$ cat config.mk
export PLATFORM = sky130hd
export DESIGN_NAME = lac_readout
export DESIGN_NICKNAME = d
export VERILOG_FILES = /design/src/rtl/lac_readout.sv
export SDC_FILE = /design/constraint.sdc
export NUM_CORES = 1
export LEC_CHECK = 0
export BUFFER_PORTS_ARGS = -buffer_cell sky130_fd_sc_hd__buf_2
export CAP_MARGIN = 20
export CORE_ASPECT_RATIO = 1.2
export CORE_MARGIN = 3
export CORE_UTILIZATION = 49
export CTS_BUF_LIST = sky130_fd_sc_hd__clkbuf_16
export DETAILED_ROUTE_END_ITERATION = 7
export PLACE_DENSITY = 0.76
export SYNTH_ARGS = -nofsm -noshare
export SYNTH_HDL_FRONTEND = slang
export SYNTH_SLANG_ARGS = --single-unit
export TNS_END_PERCENT = 1
$ cat constraint.sdc
create_clock -name clk -period 3 [get_ports clk]
set_input_delay 0.9 -clock clk [delete_from_list [all_inputs] [get_ports clk]]
set_output_delay 0.9 -clock clk [all_outputs]
set_load 0.005 [all_outputs]
$ cat src/rtl/lac_readout.sv
// lac_readout: streams `count` bytes from a sample RAM read port, starting at base_adr, over valid/ready.
// Define LAC_READOUT_HEADER_EN to prepend a two-byte big-endian byte-count header to every stream.
module lac_readout #(
    parameter int adr_width = 11
) (
    input  logic                 clk,
    input  logic                 reset_n,
    input  logic                 start,
    input  logic [adr_width-1:0] base_adr,
    input  logic [adr_width:0]   count,
    output logic [adr_width-1:0] ram_adr,
    input  logic [7:0]           ram_dat,
    output logic [7:0]           tx_dat,
    output logic                 tx_valid,
    input  logic                 tx_ready,
    output logic                 busy,
    output logic                 done
);

`ifdef LAC_READOUT_HEADER_EN
    typedef enum logic [1:0] {IDLE, HDR, STREAM, DRAIN} state_t;
`else
    typedef enum logic [1:0] {IDLE, STREAM, DRAIN} state_t;
`endif

    state_t               state;
    state_t               state_nxt;
    logic                 done_nxt;
    logic [adr_width:0]   remaining;
    logic [7:0]           skid [2];
    logic                 rd_ptr;
    logic                 wr_ptr;
    logic [1:0]           fill;
    logic                 pend;
    logic                 accept;
    logic                 pop;
    logic                 push;
    logic                 issue;
    logic [7:0]           push_dat;
    logic [2:0]           level;

`ifdef LAC_READOUT_HEADER_EN
    logic                 hdr_idx;
    logic [15:0]          hdr_word;

    assign hdr_word = 16'(remaining);
`endif

    // tx_valid is a pure function of buffer occupancy, so it never depends on tx_ready.
    assign tx_valid = (fill != 2'd0);
    assign tx_dat   = skid[rd_ptr];
    assign pop      = tx_valid && tx_ready;
    assign accept   = start && (state == IDLE) && !done;

    // A read is issued only if the buffer can hold its data once it returns a cycle later,
    // counting the byte already in flight (pend) and this cycle's pop.
    always_comb begin
        // NOTE: every combinational output gets a default before any branch, so no latch is inferred.
        push     = pend;
        push_dat = ram_dat;
`ifdef LAC_READOUT_HEADER_EN
        if ((state == HDR) && (fill != 2'd2)) begin
            push     = 1'b1;
            push_dat = hdr_idx ? hdr_word[7:0] : hdr_word[15:8];
        end
`endif
        level = 3'(fill) + 3'(push) - 3'(pop);
        issue = 1'b0;
        if ((remaining != '0) && (fill != 2'd2) && (level <= 3'd1)) begin
            if (state == STREAM)
                issue = 1'b1;
`ifdef LAC_READOUT_HEADER_EN
            // Prefetch the first data byte alongside the last header byte to avoid a bubble.
            if ((state == HDR) && hdr_idx && push)
                issue = 1'b1;
`endif
        end
    end

    always_comb begin
        state_nxt = state;
        done_nxt  = 1'b0;
        case (state)
            IDLE: begin
                if (accept) begin
`ifdef LAC_READOUT_HEADER_EN
                    state_nxt = HDR;
`else
                    if (count != '0)
                        state_nxt = STREAM;
                    else
                        done_nxt = 1'b1;
`endif
                end
            end
`ifdef LAC_READOUT_HEADER_EN
            HDR: begin
                if (push && hdr_idx) begin
                    if ((remaining == '0) || (issue && (remaining == (adr_width+1)'(1))))
                        state_nxt = DRAIN;
                    else
                        state_nxt = STREAM;
                end
            end
`endif
            STREAM: begin
                if (issue && (remaining == (adr_width+1)'(1)))
                    state_nxt = DRAIN;
            end
            DRAIN: begin
                if (!pend && (fill == 2'(pop))) begin
                    state_nxt = IDLE;
                    done_nxt  = 1'b1;
                end
            end
            default: state_nxt = IDLE;
        endcase
    end

    always_ff @(posedge clk or negedge reset_n) begin
        if (!reset_n) begin
            state <= IDLE;
            done  <= 1'b0;
            busy  <= 1'b0;
        end else begin
            state <= state_nxt;
            done  <= done_nxt;
            busy  <= (state_nxt != IDLE);
        end
    end

    // NOTE: the skid storage itself is reset (not just its pointers) so tx_dat reads 0 during reset.
    always_ff @(posedge clk or negedge reset_n) begin
        if (!reset_n) begin
            ram_adr   <= '0;
            remaining <= '0;
            pend      <= 1'b0;
            fill      <= 2'd0;
            rd_ptr    <= 1'b0;
            wr_ptr    <= 1'b0;
            skid[0]   <= 8'h00;
            skid[1]   <= 8'h00;
`ifdef LAC_READOUT_HEADER_EN
            hdr_idx   <= 1'b0;
`endif
        end else begin
            pend <= issue;
            if (accept) begin
                ram_adr   <= base_adr;
                remaining <= count;
`ifdef LAC_READOUT_HEADER_EN
                hdr_idx   <= 1'b0;
`endif
            end else if (issue) begin
                ram_adr   <= ram_adr + adr_width'(1);
                remaining <= remaining - (adr_width+1)'(1);
            end
            if (push) begin
                skid[wr_ptr] <= push_dat;
                wr_ptr       <= ~wr_ptr;
            end
            if (pop)
                rd_ptr <= ~rd_ptr;
            fill <= fill + 2'(push) - 2'(pop);
`ifdef LAC_READOUT_HEADER_EN
            if ((state == HDR) && push)
                hdr_idx <= 1'b1;
`endif
        end
    end

endmodule
== Yosys cells after proc, flatten, opt, wreduce, memory -nomap -nowiden ==
Index checks and enable logic that the tools add are counted.

* Bits of input ports: 35
* Logic and storage cells: 67
* Flip-flop bits (word level): 48
* Output and inout bits: 22

* Bitwise logic cells: 4
* Mux-type cells: 21
* $add $sub $neg: 6
* Eq/ne operators: 5
* $lt $le $gt $ge: 4
* Reduce and logical (&&, ||, !) cells: 16

{| class="wikitable"
|+ Operator list
! operator !! number
|-
| 8-bit two-way mux || 4
|-
| 12-bit two-way mux || 2
|-
| 12-bit nonzero test || 2
|-
| 11-bit two-way mux || 2
|-
| 16-bit bitwise mux || 1
|-
| 12-bit by 1-bit == test with 1-bit output, second input constant || 1
|-
| 12-bit by 1-bit subtractor with 12-bit output, second input constant || 1
|-
| 11-bit by 1-bit adder with 11-bit output, second input constant || 1
|-
| 8-bit demux with 1-bit select || 1
|-
| 1-bit logical AND || 8
|-
| 2-bit two-way mux || 4
|-
| 2-bit one-hot mux with 3 select lines || 1
|-
| 2-bit nonzero test || 3
|-
| 1-bit two-way mux || 5
|-
| 2-bit greater-or-equal comparator, second input constant || 2
|-
| 1-bit NOT with 2-bit output || 2
|-
| 2-bit by 1-bit adder with 3-bit output || 1
|-
| 3-bit by 1-bit <= comparator with 1-bit output, second input constant || 1
|-
| 3-bit by 1-bit subtractor with 3-bit output || 1
|-
| 2-bit by 1-bit adder with 2-bit output || 1
|-
| 2-bit by 1-bit == test with 1-bit output || 1
|-
| 2-bit by 1-bit == test with 1-bit output, second input constant || 1
|-
| 2-bit == test, second input constant || 1
|-
| 1-bit zero test || 2
|-
| other kinds (6) || 7
|}

== Logic depth before layout (Yosys ltp) ==
Gate-level depths: netlist (run 1).

* Depth in word-level cells: 10
* Depth in mapped cells: 14
* Depth with buffers taken out: 12

== Least setup slack after synthesis (run 1) ==
Ideal clock, no wire load.

* Kind: input to register
* From: input tx_ready
* To: register remaining[6]
* Cell stages on the path: 11
* Arrival time: 3.046 ns
* Setup time: 0.124 ns
* Buffers on the path: 1
* Path slack: -0.170 ns
* Data required time: 2.876 ns
* Path through: and2_1 > ha_1 > inv_1 > ha_1 > fa_1 > and3b_1 > o211a_1 > buf_4 > nand2_1 > o311a_1 > a211o_1

* Longest elaborated chain between the ends: 6

{| class="wikitable"
|+ Ends and longest elaborated chain
! item !! line !! text
|-
| start: declaration || 15 || <nowiki>input logic tx_ready,</nowiki>
|-
| 1-bit logical AND || 52 || <nowiki>assign pop = tx_valid && tx_ready;</nowiki>
|-
| 3-bit by 1-bit subtractor with 3-bit output || 67 || <nowiki>level = 3'(fill) + 3'(push) - 3'(pop);</nowiki>
|-
| 3-bit by 1-bit <= comparator with 1-bit output || 69 || <nowiki>if ((remaining != '0) && (fill != 2'd2) && (level <= 3'd1)) begin</nowiki>
|-
| 1-bit logical AND || 69 ||
|-
| 1-bit two-way mux || 69 ||
|-
| 2-bit nonzero test (no line) || n/a ||
|-
| end signal: assignment || 150 || <nowiki>remaining <= count;</nowiki>
|-
| end signal: assignment || 156 || <nowiki>remaining <= remaining - (adr_width+1)'(1);</nowiki>
|-
| end: declaration || 29 || <nowiki>logic [adr_width:0] remaining;</nowiki>
|}

No other way between the ends.
A chain may end at the register's enable or synchronous reset.

== Final worst setup path (run 1) ==
* From: input tx_ready
* To: register ram_adr[9]

* Longest elaborated chain between the ends: 6

{| class="wikitable"
|+ Ends and longest elaborated chain
! item !! line !! text
|-
| 1-bit logical AND || 52 ||
|-
| net pop || 36 || <nowiki>logic pop;</nowiki>
|-
| 3-bit by 1-bit subtractor with 3-bit output || 67 ||
|-
| net level[1] || 40 || <nowiki>logic [2:0] level;</nowiki>
|-
| 3-bit by 1-bit <= comparator with 1-bit output || 69 ||
|-
| 1-bit logical AND || 69 ||
|-
| 1-bit two-way mux || 69 ||
|-
| 2-bit nonzero test (no line) || n/a ||
|-
| end signal: assignment || 149 || <nowiki>ram_adr <= base_adr;</nowiki>
|-
| end signal: assignment || 155 || <nowiki>ram_adr <= ram_adr + adr_width'(1);</nowiki>
|-
| end: declaration || 11 || <nowiki>output logic [adr_width-1:0] ram_adr,</nowiki>
|}

The timed path passes the listed nets, and every way through them passes these cells.

==> results.sh, run 1 <==
export IMPL_cp_slowest_cell="fa_2"
export IMPL_ys_types=57
export IMPL_p_leak_uw=0.00146
export IMPL_worstMarginPinSlew_ns=0.715
export IMPL_cts_buffers=5
export IMPL_cpMostUsedCell="ha_4"
export IMPL_r2r_slack_ns=0.10
export IMPL_setup_viol=0
export IMPL_synth_top_area_cell="dfrtp_1"
export IMPL_dieArea_um2=6130
export IMPL_nNetsFinal=346
export IMPL_ir_drop_uv=589
export IMPL_h_tree_depth=2
export IMPL_crit_fanout=14
export IMPL_die_width_um=72.0
export IMPL_grt_pass1_wl_um=10300
export IMPL_placedCellCount=356
export IMPL_synth_top_family_by_area="simple AND/OR/NAND/NOR gates"
export IMPL_crit_end="ram_adr[9]"
export IMPL_ant_nets=0
export IMPL_hold_viol=0
export IMPL_drtIter0Drc=95
export IMPL_drv_slew=0
export IMPL_final_cell_area_um2=3280
export IMPL_drive_gt1_share_pct=43.5
export IMPL_synthFlopType="dfrtp_1"
export IMPL_vias=2140
export IMPL_portBuffers=56
export IMPL_crit_path_start_kind="input pin"
export IMPL_syn_to_final_growth_pct=28.1
export IMPL_start_util_pct=51.4
export IMPL_final_cells=366
export IMPL_fp_dieH_um=85.1
export IMPL_synth_top_cell_area_share_pct=47.0
export IMPL_final_common_cell="buf_2"
export IMPL_final_cell_mix="buf_2 (56), dfrtp_1 (48), mux2_2 (24), buf_4 (19), nor2_1 (18)"
export IMPL_clk_latency_ns=0.29
export IMPL_cts_root_buf="clkbuf_16"
export IMPL_criticalPathCategory="in2reg"
export IMPL_rows=28
export IMPL_yosysSeqAreaShare_pct=47.0
export IMPL_ys_top_cells_by_area="dfrtp_1 (47%), mux2_2 (11%), nor2_1 (2.8%), a221o_1 (2.7%), ha_1 (2.4%)"
export IMPL_grt_overflow_total=0
export IMPL_crit_path_max_incr_delay_ns=0.54
export IMPL_r2r_start="fill[0]"
export IMPL_pwr_share_comb_pct=48.5
export IMPL_maxSlewHeadroom_pct=52.1
export IMPL_grt_setup_unrepaired="no"
export IMPL_cts_tree="yes"
export IMPL_clk_pin_slew_worst_paths_ns=0.07
export IMPL_nFillCells=409
export IMPL_hold_buffers=0
export IMPL_yosysWarnings=0
export IMPL_switchingPower_uw=1350
export IMPL_tns_ns=0
export IMPL_synth_cells=231
export IMPL_drv_cap=0
export IMPL_synthMuxAreaShare_pct=10.6
export IMPL_finalCritPeriodShare_pct=97.0
export IMPL_antenna_found_initial=0
export IMPL_hold_class="reg2reg"
export IMPL_p_seq_share_pct=33.9
export IMPL_post_drt_wl_per_cell_um=16.6
export IMPL_syn_nets=272
export IMPL_p_int_uw=2300
export IMPL_crit_required_ns=3.17
export IMPL_finalClockSkew_ns=0.00788
export IMPL_synth_edf_count=0
export IMPL_cellPowerDensity_nw_per_um2=1110
export IMPL_core_um2=4970
export IMPL_synth_seq_cells=48
export IMPL_diodes=0
export IMPL_drc=0
export IMPL_io_pins=57
export IMPL_fin_crit_ns=2.91
export IMPL_r2r_end="ram_adr[9]"
export IMPL_synthAdderAreaFrac_pct=3.23
export IMPL_startpoint="tx_ready"
export IMPL_clock_sinks=48
export IMPL_viasPerCell=5.85
export IMPL_max_freq_mhz=344
export IMPL_switching_share_pct=37.0
export IMPL_crit_path_end_kind="flip-flop"
export IMPL_synth_compound_area_share_pct=15.1
export IMPL_grt_pass1_vias=2137
export IMPL_gp_congestion=0.860
export IMPL_grt_max_degree=32
export IMPL_outcome="finished, final reports clean"
export IMPL_place_area_um2=3050
export IMPL_routed_wl_um=6080
export IMPL_syn_area_um2=2560
export IMPL_synthArstFlopShare_pct=100
export IMPL_cp_arrival_ns=3.08
export IMPL_track_usage_pct=21.3
export IMPL_synth_area_per_cell_um2=11.1
export IMPL_rr_worst_depth=13
export IMPL_dp_hpwl_um=4450
export IMPL_clock_path_buffers=2
export IMPL_path_cells="buf_2 > and2_4 > ha_4 > inv_2 > ha_4 > fa_2 > nor2_2 > o211a_1 > buf_12 > nand2_4 > inv_6 > a21o_1 > a221o_1"
export IMPL_dr_pass1_iters=4
export IMPL_synth_xor_area_share_pct=1.71
export IMPL_synthSimpleGateAreaFrac_pct=18.9
export IMPL_pwr_share_clk_pct=17.6
==> cell usage after synthesis, types with 2 or more instances <==
library cell,number
dfrtp_1,48
o211ai_1,2
nor4_1,5
and3_1,5
xor2_1,4
a221o_1,7
o221a_2,2
nand4_1,5
a211oi_1,6
nand2b_1,3
o21bai_1,2
nor3_1,5
clkbuf_1,4
mux2_2,24
nor4b_1,2
a311oi_1,3
nor2_1,19
buf_2,3
inv_1,9
nor4_4,2
and4_1,2
ha_1,5
o311ai_0,3
nor2b_1,2
nand2_1,11
nand3_1,7
and3_2,2
a21oi_1,10
==> flip-flops by register name (all words and copies together), names as in the netlist, 2 cells and up <==
signal / cells
skid: 16
remaining: 12
state: 2
fill: 2
ram_adr: 11
==> critical path: cells and delay by family <==
| family | cells | cell delay (ns) |
|---|---|---|
| adder cells (fa/ha/maj) | 3 | 0.94 |
| AO/OA/AOI/OAI | 3 | 0.61 |
| buffers and inverters | 4 | 0.36 |
| AND/OR/NAND/NOR | 3 | 0.26 |
==> metrics by stage <==
step           hold slack [ns]  setup slack [ns]  utilization [%]  power (µW)
6_report                 0.501            0.0904             65.9        3650
5_1_grt                  0.520           0.00364             65.9        3920
4_1_cts                  0.508           0.00879             65.0        3580
3_5_place_dp             0.492            -0.344             61.4        2900
3_3_place_gp             0.477            -0.252             61.4        2850
2_1_floorplan            0.463           -0.0697                -        2270
==> power groups by stage <==
stage / Combinational, µW / Clock (µW) / Sequential (µW)
after floorplan: 1100 / 0 / 1170
after detailed placement: 1660 / 0 / 1240
after global routing: 1950 / 684 / 1280
after global placement: 1630 / 0 / 1220
after CTS: 1690 / 657 / 1230
final: 1770 / 641 / 1240
==> worst min path at each step <==
stage / slack (ns) / depth (start not counted) / endpoint / startpoint
finish: 0.50 / 1 / skid[4] / skid[4]
global route: 0.52 / 1 / skid[2] / skid[2]
CTS: 0.51 / 1 / skid[15] / skid[15]
detailed placement: 0.49 / 1 / skid[15] / skid[15]
global placement: 0.48 / 1 / wr_ptr / wr_ptr
floorplan: 0.46 / 1 / wr_ptr / wr_ptr
==> logic make-up (layout without fill, tap and decap cells) <==
| family | Yosys count | in the layout |
|---|---|---|
| DFF | 48 | 48 |
| and+or+nand+nor | 80 | 80 |
| buffers and inverters | 19 | 94 |
| muxes | 24 | 24 |
| adders and majority gates | 6 | 6 |
| AOI/OAI and AO/OA | 49 | 49 |
| xor gates and xnor gates | 5 | 5 |
==> layer usage <==
metal | wire length [µm] | up-vias | global-route usage [%]
li1 | - | 1028 | -
met1 | 2670 | 1058 | 28.0
met2 | 3100 | 46 | 36.0
met3 | 230 | 8 | 3.67
met4 | 86 | 0 | 6.32
met5 | 0 | - | 0
==> layout make-up <==
class | instances | area (µm²) | share of cell area (%)
Inverter | 10 | 42.5 | 1.30
Multi-Input combinational cell | 164 | 1340 | 41.0
Tap cell | 60 | 75.1 | 2.29
Clock inverter | 3 | 46.3 | 1.41
Sequential cell | 48 | 1200 | 36.7
Clock buffer | 5 | 125 | 3.82
Timing Repair Buffer | 76 | 443 | 13.5
==> repair_timing <==
action,4_1_cts,5_1_grt
pin swaps,0,4
endpoints found under the hold margin,0,0
gates resized for setup,1,8
buffers inserted,0,2
endpoints found under the setup margin,2,16
Note: power is estimated with default switching activity, not from simulation.
==> run 2, diff against run 1 <==
CORE_UTILIZATION = 30   (was 49)
PLACE_DENSITY = not set   (was 0.76)
clock period = 3.2 ns   (was 3 ns; I/O delays follow)
==> run 2 against run 1 <==
Die area grew 58%. Setup slack gained 0.082 ns. Combinational power shrank 18%. Sequential share of layout area grew 0.41 points. Largest cell class unchanged.
==> results.sh, run 2 (synthesis gave the netlist of run 1 again) <==
export IMPL_max_freq_mhz=330
export IMPL_finalCritPeriodShare_pct=94.6
export IMPL_crit_family="adder cells"
export IMPL_grt_overflow_total=0
export IMPL_hold_class="reg2reg"
export IMPL_r2r_end="remaining[6]"
export IMPL_p_leak_uw=0.00141
export IMPL_grt_pass1_vias=2106
export IMPL_reg_top3="skid: 16 flops, remaining: 12 flops, ram_adr: 11 flops"
export IMPL_setup_viol=0
export IMPL_pwr_share_comb_pct=45.4
export IMPL_ant_nets=0
export IMPL_clock_path_buffers=2
export IMPL_die_width_um=90.3
export IMPL_start_util_pct=31.2
export IMPL_ir_drop_uv=346
export IMPL_nNetsFinal=342
export IMPL_clk_latency_ns=0.29
export IMPL_hold_end="wr_ptr"
export IMPL_drv_slew=0
export IMPL_worstMarginPinSlew_ns=0.741
export IMPL_cts_tree="yes"
export IMPL_path_cells="buf_2 > and2_1 > ha_1 > inv_1 > ha_1 > fa_1 > nor2_1 > o211a_4 > nand2_2 > o311a_1 > a211o_1"
export IMPL_cp_slowest_cell="fa_1"
export IMPL_vias=2086
export IMPL_cts_root_buf="clkbuf_16"
export IMPL_path_depth=11
export IMPL_cellPowerDensity_nw_per_um2=994
export IMPL_viasPerCell=5.01
export IMPL_dr_pass1_iters=4
export IMPL_grt_setup_unrepaired="no"
export IMPL_p_seq_share_pct=35.9
export IMPL_crit_required_ns=3.38
export IMPL_largest_reg_flops=16
export IMPL_post_drt_wl_per_cell_um=14.5
export IMPL_final_common_cell="buf_2"
export IMPL_core_um2=8200
export IMPL_grt_max_degree=25
export IMPL_place_area_um2=3060
export IMPL_pwr_share_clk_pct=18.7
export IMPL_routed_wl_um=6040
export IMPL_crit_path_start_kind="input pin"
export IMPL_maxSlewHeadroom_pct=50.4
export IMPL_nFillCells=849
export IMPL_hold_depth=1
export IMPL_cpMostUsedCell="ha_1"
export IMPL_criticalPathCategory="in2reg"
export IMPL_crit_path_max_incr_delay_ns=0.45
export IMPL_rr_worst_depth=11
export IMPL_syn_to_final_growth_pct=26.7
export IMPL_switching_share_pct=36.6
export IMPL_diodes=0
export IMPL_gp_congestion=0.830
export IMPL_cts_buffers=5
export IMPL_antenna_found_initial=0
export IMPL_cp_arrival_ns=3.21
export IMPL_hold_start="wr_ptr"
export IMPL_outcome="finished, final reports clean"
export IMPL_h_tree_depth=2
export IMPL_drtIter0Drc=58
export IMPL_regMostFlops="skid"
export IMPL_track_usage_pct=13.3
export IMPL_crit_buf_inv=2
export IMPL_dieArea_um2=9670
export IMPL_drv_cap=0
export IMPL_drc=0
export IMPL_dp_hpwl_um=4630
export IMPL_final_cell_mix="buf_2 (56), dfrtp_1 (48), mux2_2 (24), nor2_1 (19), buf_4 (16)"
export IMPL_portBuffers=56
export IMPL_final_cell_area_um2=3240
export IMPL_switchingPower_uw=1180
export IMPL_fin_crit_ns=3.03
export IMPL_crit_path_end_kind="flip-flop"
export IMPL_io_pins=57
export IMPL_grt_pass1_wl_um=10600
export IMPL_rows=36
export IMPL_r2r_slack_ns=0.20
export IMPL_p_int_uw=2040
export IMPL_clock_sinks=48
export IMPL_final_util_pct=39.5
export IMPL_crit_fanout=6
export IMPL_drive_gt1_share_pct=40.1
export IMPL_finalClockSkew_ns=0.00961
export IMPL_hold_viol=0
export IMPL_fp_dieH_um=107
export IMPL_r2r_start="fill[0]"
export IMPL_clk_pin_slew_worst_paths_ns=0.07
==> run 2: cell count changes in the layout (fill, tap and decap cells not counted), moves of 2 or more <==
| cell | before | now |
|---|---|---|
| o311ai_0 | 0 | 2 |
| clkinv_4 | 0 | 2 |
| ha_1 | 3 | 5 |
| ha_4 | 2 | 0 |
| buf_4 | 19 | 16 |
==> run 2: per-stage QoR <==
stage | worst slack, ns | instances | total power, µW | hold WS [ns] | TNS, ns
after floorplan | 0.00214 | 231 | 2080 | 0.463 | 0
after global placement | -0.199 | 408 | 2590 | 0.481 | -2.21
after detailed placement | -0.219 | 408 | 2630 | 0.487 | -2.68
after CTS | 0.0800 | 416 | 3240 | 0.504 | 0
after global routing | 0.0482 | 416 | 3500 | 0.524 | 0
final | 0.172 | 416 | 3220 | 0.500 | 0
==> run 2: metal layers <==
metal / track usage [%] / up-vias / part of all wire (%)
met5: 0 / - / 0
met4: 3.28 / 0 / 1.0
met3: 2.88 / 6 / 3.3
met2: 22.2 / 44 / 49
met1: 17.7 / 1016 / 46
li1: - / 1020 / -
==> run 2: power by group through the flow <==
stage               Sequential (µW)  Clock, µW  Combinational (µW)
floorplan                      1090          0                 993
global placement               1150          0                1430
detailed placement             1170          0                1460
CTS                            1160        622                1470
global route                   1210        651                1640
finish                         1160        603                1460
==> run 2: final cells by class <==
cell class	count	area (µm²)	share of cell area, %
clock buffer	5	125	3.86
clock inverter	3	47.5	1.47
inverter	10	42.5	1.31
multi-input combinational	164	1280	39.5
sequential	48	1200	37.1
tap	114	143	4.40
timing repair buffer	72	400	12.4
==> run 2: timing repair <==
| action | 4_1_cts | 5_1_grt |
|---|---|---|
| setup endpoints to repair | 0 | 6 |
| buffers inserted | 0 | 0 |
| hold buffers | 0 | 0 |
| gates resized for setup | 0 | 3 |
==> run 2: how the worst max path moves through the flow <==
stage / slack (ns) / to / startpoint
2_1_floorplan: 0.002 / remaining[6] / tx_ready
3_3_place_gp: -0.20 / remaining[6] / tx_ready
3_5_place_dp: -0.22 / remaining[6] / tx_ready
4_1_cts: 0.08 / remaining[6] / tx_ready
5_1_grt: 0.05 / remaining[6] / fill[0]
6_report: 0.17 / remaining[6] / tx_ready
==> run 3, diff against run 2 <==
ABC_AREA = 1   (was not set)
CTS_BUF_LIST = sky130_fd_sc_hd__clkbuf_2 sky130_fd_sc_hd__clkbuf_4 sky130_fd_sc_hd__clkbuf_8   (was sky130_fd_sc_hd__clkbuf_16)
==> run 3 against run 2 <==
Design area rose by 2.3%. Clock skew barely moved. Wire length rose by 8.6%. Clock-buffer cell count did not move. Synthesized cell count rose by 64%. Area after synthesis rose by 8.9%. Sequential cell count did not move. Critical path depth rose by 4. Non-clock buffer count fell by 11. Fmax rose by 6.0%.
==> results.sh, run 3 <==
export IMPL_grt_pass1_vias=2519
export IMPL_p_total_uw=3290
export IMPL_pwr_share_clk_pct=15.7
export IMPL_cts_tree="yes"
export IMPL_max_freq_mhz=350
export IMPL_h_tree_depth=2
export IMPL_path_cells="buf_2 > nand2_1 > inv_1 > ha_1 > inv_1 > ha_1 > fa_1 > inv_1 > nand3_1 > nor2_2 > nand2_4 > nand2_4 > buf_4 > o211ai_2 > nand2_1"
export IMPL_grt_setup_unrepaired="no"
export IMPL_drv_slew=0
export IMPL_syn_nets=420
export IMPL_clock_path_buffers=2
export IMPL_p_seq_share_pct=34.0
export IMPL_outcome="finished, final reports clean"
export IMPL_finalClockSkew_ns=0.0100
export IMPL_track_usage_pct=13.6
export IMPL_synthArstFlopShare_pct=100
export IMPL_clock_sinks=48
export IMPL_post_synth_top_count_cell="nand2_1"
export IMPL_crit_path_end_kind="flip-flop"
export IMPL_maxSlewHeadroom_pct=59.0
export IMPL_yosysSeqAreaShare_pct=43.1
export IMPL_synth_cells=379
export IMPL_drv_cap=0
export IMPL_gp_congestion=0.797
export IMPL_hold_buffers=0
export IMPL_io_pins=57
export IMPL_hold_start="skid[14]"
export IMPL_tns_ns=0
export IMPL_yosys_top_cells_count="nand2_1 (141), dfrtp_1 (48), nand3_1 (43)"
export IMPL_clk_pin_slew_worst_paths_ns=0.09
export IMPL_dp_hpwl_um=4790
export IMPL_cts_setup_buffers=0
export IMPL_grt_pass1_wl_um=11800
export IMPL_synth_area_per_cell_um2=7.35
export IMPL_crit_required_ns=3.45
export IMPL_cp_arrival_ns=3.10
export IMPL_setup_viol=0
export IMPL_die_width_um=93.9
export IMPL_ant_nets=0
export IMPL_cts_resized=0
export IMPL_pwr_share_comb_pct=50.4
export IMPL_crit_fanout=15
export IMPL_synth_top_cell_area_share_pct=43.1
export IMPL_cts_buffers=5
export IMPL_post_drt_wl_per_cell_um=11.9
export IMPL_dieArea_um2=10500
export IMPL_switchingPower_uw=1440
export IMPL_start_util_pct=31.7
export IMPL_synth_top_area_cell="dfrtp_1"
export IMPL_switching_share_pct=43.7
export IMPL_viasPerCell=4.53
export IMPL_nFillCells=983
export IMPL_synthFlopType="dfrtp_1"
export IMPL_largest_reg_flops=16
export IMPL_final_common_cell="nand2_1"
export IMPL_portBuffers=56
export IMPL_hold_end="skid[14]"
export IMPL_clk_latency_ns=0.30
export IMPL_ys_top_cells_by_area="dfrtp_1 (43%), nand2_1 (19%), nand3_1 (7.7%), inv_1 (5.4%), nor2_1 (3.5%)"
export IMPL_hold_viol=0
export IMPL_yosysWarnings=0
export IMPL_final_cell_mix="nand2_1 (141), buf_2 (56), dfrtp_1 (48), nand3_1 (43), inv_1 (40)"
export IMPL_rr_worst_depth=16
export IMPL_vias=2507
export IMPL_reg_top3="skid: 16 flops, remaining: 12 flops, ram_adr: 11 flops"
export IMPL_cellPowerDensity_nw_per_um2=993
export IMPL_antenna_found_initial=0
export IMPL_cts_root_buf="clkbuf_8"
export IMPL_fin_crit_ns=2.86
export IMPL_r2r_start="fill[1]"
export IMPL_finalCritPeriodShare_pct=89.3
export IMPL_p_int_uw=1850
export IMPL_grt_overflow_total=0
export IMPL_hold_depth=2
export IMPL_regMostFlops="skid"
export IMPL_core_um2=8800
export IMPL_worstMarginPinSlew_ns=0.615
export IMPL_synth_edf_count=0
export IMPL_cpMostUsedCell="inv_1"
export IMPL_ys_types=33
export IMPL_dr_pass1_iters=4
export IMPL_drive_gt1_share_pct=20.4
export IMPL_syn_to_final_growth_pct=19.1
export IMPL_criticalPathCategory="in2reg"
export IMPL_grt_max_degree=49
export IMPL_synth_seq_cells=48
export IMPL_hold_class="reg2reg"
export IMPL_fp_dieH_um=112
export IMPL_r2r_slack_ns=0.49
export IMPL_crit_path_max_incr_delay_ns=0.47
export IMPL_routed_wl_um=6560
export IMPL_p_leak_uw=0.00178
export IMPL_cp_slowest_cell="fa_1"
export IMPL_ir_drop_uv=401
export IMPL_drc=0
export IMPL_diodes=0
export IMPL_crit_path_start_kind="input pin"
export IMPL_rows=37
export IMPL_syn_area_um2=2780
export IMPL_r2r_end="remaining[6]"
export IMPL_nNetsFinal=477
export IMPL_drtIter0Drc=197
## run 3: cell count changes in the layout (fill, tap and decap cells not counted), moves of 8 or more
cell,change
o21ai_0,+18
a21oi_1,-8
nand2_1,+131
buf_4,-12
nand3_1,+36
inv_1,+31
mux2_2,-24
## run 3: area by class of cell
| class | count | area, µm² | area share, % |
|---|---|---|---|
| well taps | 117 | 146 | 4.42 |
| multi-input cells | 276 | 1340 | 40.5 |
| clock inverters | 2 | 60.1 | 1.81 |
| clock buffers | 5 | 68.8 | 2.08 |
| inverters | 44 | 166 | 5.02 |
| flip-flops and latches | 48 | 1200 | 36.2 |
| repair buffers | 61 | 330 | 9.97 |
## run 3: through the flow
step | instance area, µm² | setup slack (ns) | cells | utilization, % | hold slack, ns
floorplan | 2780 | 0.330 | 379 | - | 0.453
global placement | 3190 | 0.0951 | 546 | 36.2 | 0.467
detailed placement | 3190 | 0.0442 | 546 | 36.2 | 0.476
CTS | 3310 | 0.354 | 553 | 37.7 | 0.497
global route | 3310 | 0.196 | 553 | 37.7 | 0.525
finish | 3310 | 0.343 | 553 | 37.7 | 0.496
## run 3: metal layers
metal	wire (µm)	global-route usage [%]	part of all wire, %	vias up
met2	3080	23.0	47	63
met3	348	2.84	5.3	6
li1	-	-	-	1299
met4	55	2.70	0.84	0
met5	0	0	0	-
met1	3080	17.8	47	1139
## run 3: power by group through the flow
stage / logic [µW] / registers [µW] / clock network [µW]
floorplan: 1280 / 1060 / 0
global placement: 1630 / 1120 / 0
detailed placement: 1680 / 1130 / 0
CTS: 1680 / 1120 / 531
global route: 1920 / 1170 / 560
finish: 1660 / 1120 / 516
## run 3: cell families (layout without fill, tap and decap cells)
logic type,after synthesis,after routing,synth area share (%)
AO/OA/AOI/OAI,31,31,6.74
AND/OR/NAND/NOR,232,232,36.3
buffers and inverters,55,112,8.67
XOR/XNOR,7,7,2.20
adder cells (fa/ha/maj),6,6,2.97
flip-flops,48,48,43.1
## run 3: critical path, delay by kind of cell
kind                       cells  cell delay, ns
adders and majority gates      3            0.91
and+or+nand+nor                6            0.64
buffers and inverters          5            0.49
AOI/OAI and AO/OA              1            0.10
## run 3: worst max-delay path by stage
stage | from | end | slack [ns] | cells after the start
2_1_floorplan | tx_ready | remaining[4] | 0.33 | 13
3_3_place_gp | tx_ready | remaining[6] | 0.1 | 15
3_5_place_dp | tx_ready | remaining[6] | 0.04 | 15
4_1_cts | tx_ready | remaining[6] | 0.35 | 15
5_1_grt | tx_ready | remaining[0] | 0.20 | 15
6_report | tx_ready | remaining[6] | 0.34 | 15
